--- config.mk ---
export PLATFORM = sky130hd
export DESIGN_NAME = mist_spi_responder
export DESIGN_NICKNAME = d
export VERILOG_FILES = /design/src/rtl/mist_spi_pkg.sv /design/src/rtl/spi_sync.sv /design/src/rtl/mist_spi_responder.sv
export SDC_FILE = /design/constraint.sdc
export NUM_CORES = 1
export LEC_CHECK = 0
export CAP_MARGIN = 15
export CORE_MARGIN = 8
export CORE_UTILIZATION = 49
export DETAILED_ROUTE_END_ITERATION = 16
export GPL_ROUTABILITY_DRIVEN = 0
export PLACE_DENSITY_LB_ADDON = 0.15
export RECOVER_POWER = 100
export REMOVE_ABC_BUFFERS = 1
export SLEW_MARGIN = 20
export SYNTH_ARGS = -nofsm -noshare
export SYNTH_HDL_FRONTEND = slang
export SYNTH_SLANG_ARGS = --single-unit
--- constraint.sdc ---
create_clock -name clk -period 2.5 [get_ports clk]
set_input_delay 0.5 -clock clk [delete_from_list [all_inputs] [get_ports clk]]
set_output_delay 0.5 -clock clk [all_outputs]
set_load 0.01 [all_outputs]
--- src/rtl/mist_spi_pkg.sv ---
// Shared command codes and FSM state type for the guest-side SPI responder.
package mist_spi_pkg;

    localparam logic [7:0] CMD_BUT_SW = 8'h01;
    localparam logic [7:0] CMD_JOY0   = 8'h02;
    localparam logic [7:0] CMD_JOY1   = 8'h03;
    localparam logic [7:0] CMD_KBD    = 8'h05;
    localparam logic [7:0] CMD_STATUS = 8'h1E;

    typedef enum logic [1:0] {
        IDLE = 2'd0,
        CMD  = 2'd1,
        DATA = 2'd2
    } resp_state_t;

endpackage

--- src/rtl/spi_sync.sv ---
// Single-bit multi-flop synchronizer bringing an SPI pin into the clk domain.
module spi_sync #(
    parameter int STAGES = 2
) (
    input  logic clk,
    input  logic rst_n,
    input  logic d,
    output logic q
);

    logic [STAGES-1:0] sync_q;
    logic [STAGES-1:0] sync_d;

    always_comb begin
        sync_d = {sync_q[STAGES-2:0], d};
    end

    always_ff @(posedge clk or negedge rst_n) begin
        if (!rst_n) begin
            sync_q <= '0;
        end else begin
            sync_q <= sync_d;
        end
    end

    assign q = sync_q[STAGES-1];

endmodule

--- src/rtl/mist_spi_responder.sv ---
// Oversampling SPI mode-0 responder decoding user_io command frames into core controls.
//   state | meaning
//   IDLE  | deselected, SCK ignored
//   CMD   | shifting the command byte, MISO returns CORE_TYPE
//   DATA  | shifting data bytes, acting on cmd_q
module mist_spi_responder
    import mist_spi_pkg::*;
#(
    parameter logic [7:0] CORE_TYPE   = 8'hA4,
    parameter int         SYNC_STAGES = 2
) (
    input  logic        clk,
    input  logic        reset_n,
    input  logic        spi_sck,
    input  logic        spi_ss_n,
    input  logic        spi_di,
    output logic        spi_do,
    output logic        spi_do_oe,
    output logic [1:0]  buttons,
    output logic [1:0]  switches,
    output logic [7:0]  joystick_0,
    output logic [7:0]  joystick_1,
    output logic [31:0] status,
    output logic [7:0]  kbd_data,
    output logic        kbd_valid,
    output logic        frame_err
);

    logic sck_s, ss_s, di_s;

    spi_sync #(.STAGES(SYNC_STAGES)) u_sync_sck (.clk(clk), .rst_n(reset_n), .d(spi_sck),  .q(sck_s));
    spi_sync #(.STAGES(SYNC_STAGES)) u_sync_ss  (.clk(clk), .rst_n(reset_n), .d(spi_ss_n), .q(ss_s));
    spi_sync #(.STAGES(SYNC_STAGES)) u_sync_di  (.clk(clk), .rst_n(reset_n), .d(spi_di),   .q(di_s));

    resp_state_t state_q, state_d;
    logic        sck_prev_q, sck_prev_d, ss_prev_q, ss_prev_d;
    logic [2:0]  bit_cnt_q, bit_cnt_d, byte_idx_q, byte_idx_d;
    logic [7:0]  cmd_q, cmd_d;
    logic [6:0]  rx_q, rx_d, tx_q, tx_d;
    logic        do_q, do_d, oe_q, oe_d;
    logic [1:0]  buttons_q, buttons_d, switches_q, switches_d;
    logic [7:0]  joy0_q, joy0_d, joy1_q, joy1_d, kbd_data_q, kbd_data_d;
    logic [23:0] shadow_q, shadow_d;
    logic [31:0] status_q, status_d;
    logic        kbd_valid_q, kbd_valid_d, frame_err_q, frame_err_d;

    logic       sck_rise, sck_fall, ss_fall, ss_rise;
    logic [7:0] rx_byte;

    assign sck_rise = sck_s & ~sck_prev_q;
    assign sck_fall = ~sck_s & sck_prev_q;
    assign ss_fall  = ~ss_s & ss_prev_q;
    assign ss_rise  = ss_s & ~ss_prev_q;
    assign rx_byte  = {rx_q, di_s};

    always_comb begin
        state_d     = state_q;
        sck_prev_d  = sck_s;
        ss_prev_d   = ss_s;
        bit_cnt_d   = bit_cnt_q;
        byte_idx_d  = byte_idx_q;
        cmd_d       = cmd_q;
        rx_d        = rx_q;
        tx_d        = tx_q;
        do_d        = do_q;
        oe_d        = oe_q;
        buttons_d   = buttons_q;
        switches_d  = switches_q;
        joy0_d      = joy0_q;
        joy1_d      = joy1_q;
        kbd_data_d  = kbd_data_q;
        shadow_d    = shadow_q;
        status_d    = status_q;
        kbd_valid_d = 1'b0;
        frame_err_d = 1'b0;

        // Deselect outranks a coincident SCK rise so the final bit is dropped.
        if (ss_rise) begin
            state_d   = IDLE;
            oe_d      = 1'b0;
            do_d      = 1'b0;
            bit_cnt_d = 3'd0;
            if (state_q != IDLE && bit_cnt_q != 3'd0) begin
                frame_err_d = 1'b1;
            end
        end else if (ss_fall) begin
            state_d    = CMD;
            bit_cnt_d  = 3'd0;
            byte_idx_d = 3'd0;
            tx_d       = CORE_TYPE[6:0];
            do_d       = CORE_TYPE[7];
            oe_d       = 1'b1;
        end else if (state_q != IDLE) begin
            if (sck_rise) begin
                rx_d      = rx_byte[6:0];
                bit_cnt_d = bit_cnt_q + 3'd1;
                if (bit_cnt_q == 3'd7) begin
                    if (state_q == CMD) begin
                        cmd_d   = rx_byte;
                        state_d = DATA;
                        tx_d    = 7'd0;
                    end else begin
                        case (cmd_q)
                            CMD_BUT_SW: if (byte_idx_q == 3'd0) begin
                                buttons_d  = rx_byte[1:0];
                                switches_d = rx_byte[3:2];
                            end
                            CMD_JOY0: if (byte_idx_q == 3'd0) joy0_d = rx_byte;
                            CMD_JOY1: if (byte_idx_q == 3'd0) joy1_d = rx_byte;
                            CMD_KBD: begin
                                kbd_data_d  = rx_byte;
                                kbd_valid_d = 1'b1;
                            end
                            CMD_STATUS: begin
                                case (byte_idx_q)
                                    3'd0:    shadow_d[7:0]   = rx_byte;
                                    3'd1:    shadow_d[15:8]  = rx_byte;
                                    3'd2:    shadow_d[23:16] = rx_byte;
                                    3'd3:    status_d        = {rx_byte, shadow_q};
                                    default: ;
                                endcase
                            end
                            default: ;
                        endcase
                        if (byte_idx_q != 3'd7) begin
                            byte_idx_d = byte_idx_q + 3'd1;
                        end
                    end
                end
            end else if (sck_fall) begin
                do_d = tx_q[6];
                tx_d = {tx_q[5:0], 1'b0};
            end
        end
    end

    always_ff @(posedge clk or negedge reset_n) begin
        if (!reset_n) begin
            state_q     <= IDLE;
            sck_prev_q  <= 1'b0;
            ss_prev_q   <= 1'b0;
            bit_cnt_q   <= 3'd0;
            byte_idx_q  <= 3'd0;
            cmd_q       <= 8'd0;
            rx_q        <= 7'd0;
            tx_q        <= 7'd0;
            do_q        <= 1'b0;
            oe_q        <= 1'b0;
            buttons_q   <= 2'd0;
            switches_q  <= 2'd0;
            joy0_q      <= 8'd0;
            joy1_q      <= 8'd0;
            kbd_data_q  <= 8'd0;
            shadow_q    <= 24'd0;
            status_q    <= 32'd0;
            kbd_valid_q <= 1'b0;
            frame_err_q <= 1'b0;
        end else begin
            state_q     <= state_d;
            sck_prev_q  <= sck_prev_d;
            ss_prev_q   <= ss_prev_d;
            bit_cnt_q   <= bit_cnt_d;
            byte_idx_q  <= byte_idx_d;
            cmd_q       <= cmd_d;
            rx_q        <= rx_d;
            tx_q        <= tx_d;
            do_q        <= do_d;
            oe_q        <= oe_d;
            buttons_q   <= buttons_d;
            switches_q  <= switches_d;
            joy0_q      <= joy0_d;
            joy1_q      <= joy1_d;
            kbd_data_q  <= kbd_data_d;
            shadow_q    <= shadow_d;
            status_q    <= status_d;
            kbd_valid_q <= kbd_valid_d;
            frame_err_q <= frame_err_d;
        end
    end

    assign spi_do     = do_q;
    assign spi_do_oe  = oe_q;
    assign buttons    = buttons_q;
    assign switches   = switches_q;
    assign joystick_0 = joy0_q;
    assign joystick_1 = joy1_q;
    assign status     = status_q;
    assign kbd_data   = kbd_data_q;
    assign kbd_valid  = kbd_valid_q;
    assign frame_err  = frame_err_q;

endmodule
==> impl_metrics.csv <==
group,metric,value,unit
cts,root_buffer,"clkbuf_8",
worst_setup_path,start_kind,"flop",
global_routing,grt_antenna_before_repair,0,
detailed_routing,routed_wirelength,9.74,mm
worst_setup_path,setup.worst_path.class,"reg2reg",
finish,post_route_cells_drive_above_1_share,32.8,%
yosys,compound_gate_fraction_of_synth_area,3.29,%
global_routing,first_pass_grt_wire_length,15.8,mm
finish,layout_commonest_cell,"dfrtp_1",
detailed_routing,detailedRoute.firstIterationViolations,178,
cts,cts_buffer_depth,2,
floorplanning,die_h,117,um
worst_setup_path,critical_path.top_delay_family,"simple AND/OR/NAND/NOR gates",
yosys,postSynth.topFlopCell,"dfrtp_1",
worst_setup_path,path_cells,"inv_1 -> ha_1 -> or4_4 -> or2_4 -> nor4_4 -> buf_12 -> mux2_2",
detailed_routing,drt-wirelength-per-cell,17.1,um
placed_design,placedInstanceArea,5860,sq um
cts,post-cts-setup-buffers,0,
global_routing,grt_util_all_layers,15.4,%
worst_setup_path,critical_path_buf_inv_count,2,
pwr,leakagePower,3.34,nW
status,violations,"capacitance limit, slew limit",
worst_setup_path,worstPathRequired,2.88,ns
yosys,netlist.top_cell.by_area,"dfrtp_1",
yosys,synthesized_area_fraction_occupied_by_xor_and_xnor_cells,0,%
floorplanning,placementRows,37,
detailed_routing,route.vias.total,2974,
yosys,post_synth_inst_count,344,
sta,rsz0062_at_grt,"true",
yosys,share_of_synthesized_cell_area_in_full_adder_half_adder_and_majority_cells,3.24,%
sta,final_max_tran_viols,125,
yosys,synthDistinctLibCells,39,
pwr,power.density,791,nW/um^2
cts,numCtsBuffers,17,
sta,tightest_slew_margin_relative_to_the_limit,-8.54,%
finish,num_antenna_cells,0,
floorplanning,num_io_pins,69,
cts,cts_repair_resize_count,0,
detailed_routing,routed_via_density,5.23,
floorplanning,floorplan.initialDensity,49.5,%
yosys,post-synth-top-area-fraction,61.8,%
cts,clk_pin_slew_worst_paths,0.06,ns
sta,worst_slack,0.0287,ns
cts,cts-hold-fix-buffers,0,
floorplanning,dieWidth,117,um
pwr,peakVddDrop,0.434,mV
cts,sink_count_of_the_clock_tree,124,
yosys,number_of_enable_flip_flop_cells_after_synthesis,0,
sta,total_count_of_hold_check_failures_in_the_final_report,0,
sta,timing.final.crit_share,98.9,%
cts,cts_h_tree_depth,4,
yosys,async_flop_share,100,%
cts,clock_latency,0.51,ns
yosys,synth.ff_latch_count,124,
worst_setup_path,critical_path.max_fanout,32,
finish,layout_common_cells,"dfrtp_1, mux2_2, dlygate4sd3_1, clkbuf_16",
detailed_routing,drt_drc_violations_left,0,
worst_setup_path,critPathSlowestCell,"or4_4",
global_routing,grt_pass1_vias,2985,
sta,timing.hold.ws,0.349,ns
finish,postLayoutCellArea,6440,sq um
sta,timing_worst_slew_pin_value,1.63,ns
sta,period_needed,2.47,ns
yosys,ys_seq_area_share,61.8,%
worst_setup_path,setup.worst_path.end_class,"flop",
placed_design,detailedPlace.worstSlack,0.0460,ns
yosys,synth-warning-count,0,
detailed_routing,detail-route-antenna-nets,0,
sta,skew,0.0113,ns
placed_design,portBuffers,68,
global_routing,maximum_number_of_pins_on_one_net_before_global_route_repair,125,
worst_setup_path,max_stage_delay,0.55,ns
job,cap_violations,1,
yosys,fraction_of_the_mapped_netlist_area_in_simple_logic_gates,6.45,%
yosys,synth_mux_area_share,22.2,%
global_routing,grt-ovfl-total,0,
finish,layout.core_utilization,63.5,%
yosys,synth_top_family_by_area,"multiplexers",
worst_setup_path,arrival,2.85,ns
yosys,ys_top_cells_by_area,"dfrtp_1, mux2_2, ha_1",
sta,setup_viol,0,
finish,final_nets,439,
placed_design,dp.final_hpwl,6.31,mm
floorplanning,die_area,13700,sq um
sta,fmaxAchievable,405,MHz
yosys,syn_area,5020,sq um
finish,synthToLayoutAreaGrowth,28.3,%
floorplanning,core-area,10100,sq um
detailed_routing,dr.pass1.iters,4,
yosys,synth_area_per_cell,14.6,sq um
status,outcome,"finished with violations",
hold_path,classification_of_the_worst_slack_hold_path,"reg2reg",
cts,cts_tree,"yes",
## metal layers
metal / track usage (%) / vias to the layer above / share of wire (%)
met5: 0 / - / 0
met4: 5.38 / 0 / 0.89
met3: 5.28 / 7 / 6.2
met2: 23.3 / 67 / 46
met1: 20.1 / 1527 / 47
li1: - / 1373 / -
## per-stage QoR
stage	setup TNS (ns)	total power, mW	instances
after floorplan	-22.33	2.43	325
after global routing	-2.85	5.29	569
after global placement	0	2.63	538
after CTS	0	5.16	569
final	0	5.10	569
after detailed placement	0	2.65	538
## cells in the mapped netlist, types with 2 or more instances
cell,count
mux2_1,4
clkbuf_1,10
nand2_1,7
nand3_1,4
nor3b_1,4
a22o_1,4
dfrtp_1,124
nand2b_1,3
inv_1,13
ha_1,13
o21ai_0,9
buf_6,4
and3_1,3
nor2_1,11
nand4b_1,2
nor3_1,2
nor4b_1,2
nand3_2,3
buf_1,4
a21oi_1,5
mux2_2,95
## logic make-up after synthesis
| kind of cell | Yosys count |
|---|---|
| AO/OA/AOI/OAI | 26 |
| adder cells (fa/ha/maj) | 13 |
| buffers and inverters | 32 |
| flip-flops | 124 |
| multiplexers | 99 |
| AND/OR/NAND/NOR | 50 |
## worst paths after layout
path	start	to	slack [ns]	cells past startpoint
min in group asynchronous	reset_n	status[6]	0.52	2
worst min-delay path	u_sync_ss.sync_q[0]	u_sync_ss.sync_q[1]	0.35	0
max in group asynchronous	reset_n	state_q[1]	0.95	2
worst max register to register	u_sync_ss.sync_q[1]	status[7]	0.03	7
worst min register to register	u_sync_ss.sync_q[0]	u_sync_ss.sync_q[1]	0.35	0
worst max-delay path	u_sync_ss.sync_q[1]	status[7]	0.03	7
## sequential cells by signal, summed over array words and instances (netlist names), 2 cells and up
signal             count
status                32
cmd_q                  8
rx_q                   7
joystick_0             8
state_q                2
joystick_1             8
switches               2
byte_idx_q             3
shadow_q              24
u_sync_sck.sync_q      2
buttons                2
tx_q                   5
kbd_data               8
u_sync_di.sync_q       2
bit_cnt_q              3
u_sync_ss.sync_q       2
## cell type report
class | instances | area (sq um)
Sequential cell | 124 | 3100
Clock buffer | 17 | 414
Timing Repair Buffer | 77 | 742
Clock inverter | 14 | 195
Multi-Input combinational cell | 188 | 1770
Inverter | 13 | 48.8
Tap cell | 136 | 170
Fill cell | 770 | 3700
## power by group
group / internal (mW) / switching [mW]
clock: 1.62 / 0.876
combinational: 0.129 / 0.150
sequential: 2.11 / 0.209
total: 3.86 / 1.24
No activity file was read; power rests on OpenSTA's default activity.
